**src/rtl/code_input_conditioner_pkg.sv**
```systemverilog
// Shared definitions for the code-entry button front end: arbitration
// states, button indices and the default debounce length.
package code_input_conditioner_pkg;

    typedef enum logic {
        IDLE = 1'b0,
        HELD = 1'b1
    } state_t;

    localparam int unsigned START = 0;
    localparam int unsigned RED   = 1;
    localparam int unsigned GREEN = 2;
    localparam int unsigned BLUE  = 3;

    localparam int unsigned DEFAULT_DEBOUNCE_CYCLES = 1000;

endpackage

```
**src/rtl/code_input_conditioner_button_debouncer.sv**
```systemverilog
// Per-button conditioning: two-flop synchronizer, mismatch counter that
// flips the debounced level after DEBOUNCE_CYCLES consecutive mismatches,
// and a rise strobe derived from the debounced level.
module button_debouncer
    import code_input_conditioner_pkg::*;
#(
    parameter int unsigned DEBOUNCE_CYCLES = DEFAULT_DEBOUNCE_CYCLES,
    parameter int unsigned CNT_W           = 10
) (
    input  logic Clk,
    input  logic Rst,
    input  logic btn,
    output logic level,
    output logic rise
);

    localparam logic [CNT_W-1:0] CNT_MAX = CNT_W'(DEBOUNCE_CYCLES - 1);

    logic             sync_q1;
    logic             sync_q2;
    logic             level_prev;
    logic [CNT_W-1:0] cnt;

    // Synchronize, count consecutive mismatches and flip the level once the run is long enough.
    always_ff @(posedge Clk or negedge Rst) begin
        if (!Rst) begin
            sync_q1    <= 1'b0;
            sync_q2    <= 1'b0;
            level      <= 1'b0;
            level_prev <= 1'b0;
            cnt        <= '0;
        end else begin
            sync_q1    <= btn;
            sync_q2    <= sync_q1;
            level_prev <= level;
            if (sync_q2 == level) begin
                cnt <= '0;
            end else if (cnt == CNT_MAX) begin
                level <= ~level;
                cnt   <= '0;
            end else begin
                cnt <= cnt + 1'b1;
            end
        end
    end

    assign rise = level & ~level_prev;

endmodule

```
**src/rtl/code_input_conditioner.sv**
```systemverilog
// Front end for Code_Detector: debounces four buttons and arbitrates their
// rises into one-cycle, mutually exclusive pulses with a press lockout.
module code_input_conditioner
    import code_input_conditioner_pkg::*;
#(
    parameter int unsigned DEBOUNCE_CYCLES = DEFAULT_DEBOUNCE_CYCLES,
    parameter int unsigned CNT_W           = 10
) (
    input  logic Clk,
    input  logic Rst,
    input  logic Start_btn,
    input  logic Red_btn,
    input  logic Green_btn,
    input  logic Blue_btn,
    output logic Start,
    output logic Red,
    output logic Green,
    output logic Blue,
    output logic Conflict,
    output logic Held
);

    logic [3:0] btn_raw;
    logic [3:0] level;
    logic [3:0] rise;
    logic [2:0] colour_rise;
    logic       multi_colour;

    state_t state, state_nxt;
    logic   start_nxt, red_nxt, green_nxt, blue_nxt, conflict_nxt;

    assign btn_raw = {Blue_btn, Green_btn, Red_btn, Start_btn};

    for (genvar i = 0; i < 4; i++) begin : g_btn
        button_debouncer #(
            .DEBOUNCE_CYCLES(DEBOUNCE_CYCLES),
            .CNT_W          (CNT_W)
        ) u_deb (
            .Clk  (Clk),
            .Rst  (Rst),
            .btn  (btn_raw[i]),
            .level(level[i]),
            .rise (rise[i])
        );
    end

    assign colour_rise  = rise[BLUE:RED];
    // More than one bit set: clearing the lowest set bit leaves something.
    assign multi_colour = |(colour_rise & (colour_rise - 3'd1));

    // Arbitration: Start always wins, colours only accepted from IDLE.
    always_comb begin
        state_nxt    = state;
        start_nxt    = 1'b0;
        red_nxt      = 1'b0;
        green_nxt    = 1'b0;
        blue_nxt     = 1'b0;
        conflict_nxt = 1'b0;
        unique case (state)
            IDLE: begin
                if (rise[START]) begin
                    start_nxt = 1'b1;
                    state_nxt = HELD;
                end else if (colour_rise != 3'b000) begin
                    if (multi_colour) begin
                        conflict_nxt = 1'b1;
                    end else begin
                        red_nxt   = colour_rise[0];
                        green_nxt = colour_rise[1];
                        blue_nxt  = colour_rise[2];
                    end
                    state_nxt = HELD;
                end
            end
            HELD: begin
                if (rise[START]) begin
                    start_nxt = 1'b1;
                end else if (level == 4'b0000) begin
                    state_nxt = IDLE;
                end
            end
            default: state_nxt = IDLE;
        endcase
    end

    // State and registered output pulses.
    always_ff @(posedge Clk or negedge Rst) begin
        if (!Rst) begin
            state    <= IDLE;
            Start    <= 1'b0;
            Red      <= 1'b0;
            Green    <= 1'b0;
            Blue     <= 1'b0;
            Conflict <= 1'b0;
        end else begin
            state    <= state_nxt;
            Start    <= start_nxt;
            Red      <= red_nxt;
            Green    <= green_nxt;
            Blue     <= blue_nxt;
            Conflict <= conflict_nxt;
        end
    end

    assign Held = (state == HELD);

endmodule

```
**config.mk**
```make
export PLATFORM = sky130hd
export DESIGN_NAME = code_input_conditioner
export DESIGN_NICKNAME = d
export VERILOG_FILES = /design/src/rtl/code_input_conditioner_pkg.sv /design/src/rtl/code_input_conditioner_button_debouncer.sv /design/src/rtl/code_input_conditioner.sv
export SDC_FILE = /design/constraint.sdc
export NUM_CORES = 1
export LEC_CHECK = 0
export BUFFER_PORTS_ARGS = -buffer_cell sky130_fd_sc_hd__buf_2
export CAP_MARGIN = 20
export CORE_ASPECT_RATIO = 2
export CORE_UTILIZATION = 58
export DETAILED_ROUTE_END_ITERATION = 16
export PLACE_DENSITY_LB_ADDON = 0.05
export SYNTH_ARGS = -nofsm -noshare
export SYNTH_HDL_FRONTEND = slang
export SYNTH_SLANG_ARGS = --single-unit
```
**constraint.sdc**
```tcl
create_clock -name Clk -period 1.9 [get_ports Clk]
set_input_delay 0.19 -clock Clk [delete_from_list [all_inputs] [get_ports Clk]]
set_output_delay 0.19 -clock Clk [all_outputs]
set_load 0.05 [all_outputs]
```
**After elaboration in Yosys (flattened, before gate mapping)**

Cells that the tools add are included.

- Output and inout bits: 6
- Word-level logic and storage cells: 94
- Bits of input ports: 6
- Register bits after elaboration: 62

- Equality and inequality tests: 8
- Reduce and logical (&&, ||, !) cells: 7
- $add $sub $neg: 5
- Multiplexer cells: 30
- Bitwise gates (word level): 18

Operators with widths:

| operator | number |
|---|---|
| $mux 10 | 8 |
| $add 10x1->10 const B | 4 |
| $eq 10x10->1 const B | 4 |
| $mux 1 | 21 |
| $not 1->1 | 13 |
| $reduce_and 2->1 | 4 |
| $and 1x1->1 | 4 |
| $eq 1x1->1 | 4 |
| $logic_not 4->1 | 1 |
| $and 3x3->3 | 1 |
| $reduce_bool 3->1 | 1 |
| $reduce_or 3->1 | 1 |
| $sub 3x1->3 const B | 1 |
| $pmux 1 s2 | 1 |

**Longest topological paths before layout**

- Depth in word-level cells: 9
- Mapped depth: 5
- Gate-level depth less buffers: 5

**Modules after synthesis**

Synthesis repeated with hierarchy kept, for this count alone.

- Cell total of the unflattened synthesis: 245
- Area total of the unflattened synthesis: 2777.7 µm²

By module, submodules not included:

| module | cells an instance | instances | area each (µm²) | sequential area each (µm²) |
|---|---|---|---|---|
| button_debouncer | 57 | 4 | 638.1 | 350.3 |
| code_input_conditioner | 17 | 1 | 225.2 | 150.1 |

**Worst setup path after synthesis**

Ideal clock, no wire load.

- Path type: reg-to-reg
- Start: register g_btn[3].u_deb.cnt[0]
- End: register g_btn[3].u_deb.level
- Clock period less this slack: 1.499 ns
- Slack: 0.401 ns
- Data required time: 1.775 ns
- Buffers on the path: 0
- Library setup time: 0.125 ns
- Cell stages (with the launch flop): 6
- Arrival: 1.374 ns
- Cell sequence: dfrtp_1 > ha_1 > and4bb_2 > nand2_1 > nor2_1 > mux2_2

- Longest elaborated chain between the ends: 2

Ends and longest elaborated chain:

| item | line | source |
|---|---|---|
| start, declared | code_input_conditioner_button_debouncer.sv:22 | `logic [CNT_W-1:0] cnt;` |
| start signal, assigned | code_input_conditioner_button_debouncer.sv:42 | `cnt <= cnt + 1'b1;` |
| $eq 10x10->1 | code_input_conditioner_button_debouncer.sv:38 | `end else if (cnt == CNT_MAX) begin` |
| $reduce_and 2->1 (no source line) | - |  |
| end signal, assigned | code_input_conditioner_button_debouncer.sv:39 | `level <= ~level;` |
| end, declared | code_input_conditioner_button_debouncer.sv:13 | `output logic level,` |

No other way between the ends.
A chain may end at the register's enable or synchronous reset.

**Worst setup path after layout**

- Start: register g_btn[3].u_deb.cnt[0]
- End: register g_btn[3].u_deb.cnt[6]

- Longest elaborated chain between the ends: 3
- Elaborated cells between the ends (all ways): 4
- Those cells by class: 1 x add/sub; 1 x eq/ne; 2 x mux

Ends and longest elaborated chain:

| item | line | source |
|---|---|---|
| $add 10x1->10 or $eq 10x10->1 (tied branches) | code_input_conditioner_button_debouncer.sv:42, code_input_conditioner_button_debouncer.sv:38 |  |
| $mux 10 (*) | code_input_conditioner_button_debouncer.sv:38 |  |
| $mux 10 (*) | code_input_conditioner_button_debouncer.sv:36 | `if (sync_q2 == level) begin` |

Every way passes the cells marked *; elsewhere a longest branch is shown, timed or not.

==> out/results.tsv <==
metric	value	unit
outcome	complete, no violations	
DP HPWL	3.28	mm
clock buffer depth	2	
final net count	291	
row count	34	
TritonRoute pass-1 iters	6	
Worst Hold Class	in -> async	
Iter 0 DRT Violations	29	
vias	1929	
Power Dens Cells	790	mW/mm^2
die height	98.8	um
switching power	0.542	mW
Max FO, Critical Path	6	
H-Tree Level Count	3	
Slew @ Worst Pin	0.461	ns
minimum clock period	1.64	ns
initial antenna violation count	0	
largest net degree at the start of global routing	44	
Diodes inserted	0	
clock sinks	62	
total track usage	22.5	%
cts repair resizes	0	
Peak VDD IR	683	uV
vias in the first global route	1971	
max-slew violation count	0	
Synth Instances	253	
clock network power share	39.0	%
Cell Area, Synth	0.00272	sq mm
Fmax	608	MHz
CP required	2.11	ns
total gr overflow	0	
Routed WL	4.58	mm
P_leak	1.44	nW
Post-synth EDFFs	0	
CP endpoint kind	flip-flop	
Yosys reg bits	62	
clk_lat worst skew	0.34	ns
Setup Buffers After CTS	0	
Netlist cell types	31	
Die Span X	50.4	um
Non-Filler Instances	338	
post-synth top area cell	dfrtp_1	
Die ar.	0.00498	sq mm
Async SR Flop Fraction	100	%
RSZ-0062 raised after global routing	no	
ordered list of cells on the worst path	ha_1 -> and4bb_2 -> nand2_1 -> o21bai_1 -> nor2_1	
root cell of the clock tree	clkbuf_8	
# setup viols final	0	
global placement routability congestion	0.861	
synthesized area per cell	10.7	sq um
combinational share of power	4.2	%
switch share	22.4	%
antenna viol nets, final	0	
first-pass GRT wire length	8.14	mm
# DRC	0	
CTS tree	built	
WL per Instance	13.5	um
total CTS buffers	9	
placed cell count	319	
main flop type after synthesis	dfrtp_1	
setup TNS	0	ns
relative slew slack	69.3	%
share of layout cells above drive strength 1	12.7	%
Max Cap Viol	0	
sequential power share	56.9	%
synth warn	0	
Hold Buf Count CTS	5	
fin crit share	86.5	%
Hold Violations, Final	0	
skew final	0.00743	ns
Critical Path Source Type	flip-flop	
top cells by area, synth	dfrtp_1 57%, nor2_1 5.4%, xor2_1 4.8%	
top-count cell post-synth	dfrtp_1	
Worst path max stage delay	0.40	ns
Seq/Total Area, Yosys	57.1	%
Initial Util	61.4	%
Critical Path AT	1.85	ns
CP Class	reg -> reg	
Worst-path clk slew	0.07	ns
Layout area overhead	12.9	%
Slowest cell on crit path	dfrtp_1	
Vias/cell	5.71	
I/O Pins	12	
FF-to-FF setup slack	0.26	ns
most common library cells after synthesis	62 x dfrtp_1, 39 x nor2_1, 24 x nand3_1, 15 x nand2_1, 15 x xor2_1	
Synth top area share	57.1	%
fillers	352	
core area	0.00442	sq mm
post-synth net total	263	
PortBufs	11	
internal power	1.88	mW
[state kept, by name, indices dropped and copies added (netlist names)]
register and cells:
Blue 1, Conflict 1, Green 1, Held 1, Red 1, Start 1, g_btn.u_deb.cnt 40, g_btn.u_deb.level 4
g_btn.u_deb.level_prev 4, g_btn.u_deb.sync_q1 4, g_btn.u_deb.sync_q2 4
[cell type report]
cell class | count | area (sq um) | share of cell area (%)
Clock buffer | 12 | 145 | 4.73
Timing Repair Buffer | 18 | 133 | 4.32
Sequential cell | 62 | 1550 | 50.6
Clock inverter | 2 | 10.0 | 0.326
Multi-Input combinational cell | 186 | 1140 | 37.3
Tap cell | 54 | 67.6 | 2.20
Inverter | 4 | 15.0 | 0.490
[metal layers]
layer / GRT usage, % / share of wire (%)
met1: 22.4 / 41
met2: 39.4 / 53
met3: 7.56 / 3.3
met4: 12.8 / 2.1
met5: 0 / 0
[cell usage in the layout, fill, tap and decap left out]
| master | Yosys | routed |
|---|---|---|
| xnor2_1 | 11 | 11 |
| clkinv_2 | 0 | 2 |
| a22oi_1 | 1 | 1 |
| nand2b_1 | 6 | 6 |
| clkbuf_8 | 0 | 10 |
| nor2_1 | 39 | 39 |
| dlygate4sd3_1 | 0 | 5 |
| dfrtp_1 | 62 | 62 |
| nand2_1 | 15 | 15 |
| nand4_1 | 4 | 4 |
| and3_1 | 9 | 9 |
| a311o_1 | 2 | 2 |
| or2_2 | 1 | 1 |
| inv_1 | 4 | 4 |
| ha_1 | 4 | 4 |
| and3_4 | 1 | 1 |
| mux2_2 | 4 | 4 |
| buf_12 | 0 | 1 |
| clkbuf_1 | 0 | 2 |
| buf_4 | 0 | 1 |
| nor4_1 | 3 | 3 |
| nor4b_1 | 3 | 3 |
| o21bai_1 | 3 | 3 |
| a21oi_1 | 7 | 7 |
| or3_1 | 4 | 4 |
| a2bb2oi_1 | 1 | 1 |
| buf_2 | 1 | 11 |
| nor3_1 | 4 | 4 |
| nand4b_1 | 1 | 1 |
| xor2_1 | 15 | 15 |
| nand3_1 | 24 | 24 |
| o21ai_0 | 7 | 7 |
| nor2b_1 | 4 | 4 |
| and4bb_2 | 3 | 3 |
| a31oi_1 | 6 | 6 |
| and3_2 | 2 | 2 |
| o211a_1 | 2 | 2 |
[metrics by stage]
step	power, mW	utilization, %	hold slack, ns	area (sq um)	setup slack (ns)
floorplan	1.44	-	-0.106	2720	0.401
global placement	1.49	64.7	0.162	2860	0.328
detailed placement	1.50	64.7	0.170	2860	0.253
CTS	2.46	69.3	0.332	3070	0.243
global route	2.53	69.3	0.358	3070	0.0488
finish	2.42	69.3	0.330	3070	0.256
[worst max-delay path: cells and delay by family, from the launching register on]
family	cells	cell delay, ns
flip-flops	1	0.40
AO/OA/AOI/OAI	1	0.37
adder cells (fa/ha/maj)	1	0.29
AND/OR/NAND/NOR	3	0.46
[kinds of logic after synthesis]
family | share of synthesized area [%]
AO/OA/AOI/OAI | 6.86
multiplexers | 1.66
XOR/XNOR | 8.38
AND/OR/NAND/NOR | 23.4
flip-flops | 57.1
adder cells (fa/ha/maj) | 1.84
buffers and inverters | 0.737
[final timing paths]
path	from	to	cells past startpoint
worst max-delay path	g_btn[3].u_deb.cnt[0]$_DFF_PN0_	g_btn[3].u_deb.cnt[6]$_DFF_PN0_	5
worst min-delay path	Rst	g_btn[1].u_deb.cnt[8]$_DFF_PN0_	2
worst max register to register	g_btn[3].u_deb.cnt[0]$_DFF_PN0_	g_btn[3].u_deb.cnt[6]$_DFF_PN0_	5
worst min register to register	g_btn[3].u_deb.sync_q1$_DFF_PN0_	g_btn[3].u_deb.sync_q2$_DFF_PN0_	0
max in group asynchronous	Rst	g_btn[2].u_deb.cnt[0]$_DFF_PN0_	3
min in group Clk	g_btn[3].u_deb.sync_q1$_DFF_PN0_	g_btn[3].u_deb.sync_q2$_DFF_PN0_	0
[power groups by stage]
stage / clock (mW) / combinational, mW / sequential, mW
floorplan: 0 / 0.0476 / 1.40
global placement: 0 / 0.0935 / 1.40
detailed placement: 0 / 0.0963 / 1.40
CTS: 0.977 / 0.104 / 1.38
global route: 1.03 / 0.116 / 1.38
finish: 0.944 / 0.101 / 1.38
Power figures use the tool's default switching activity.
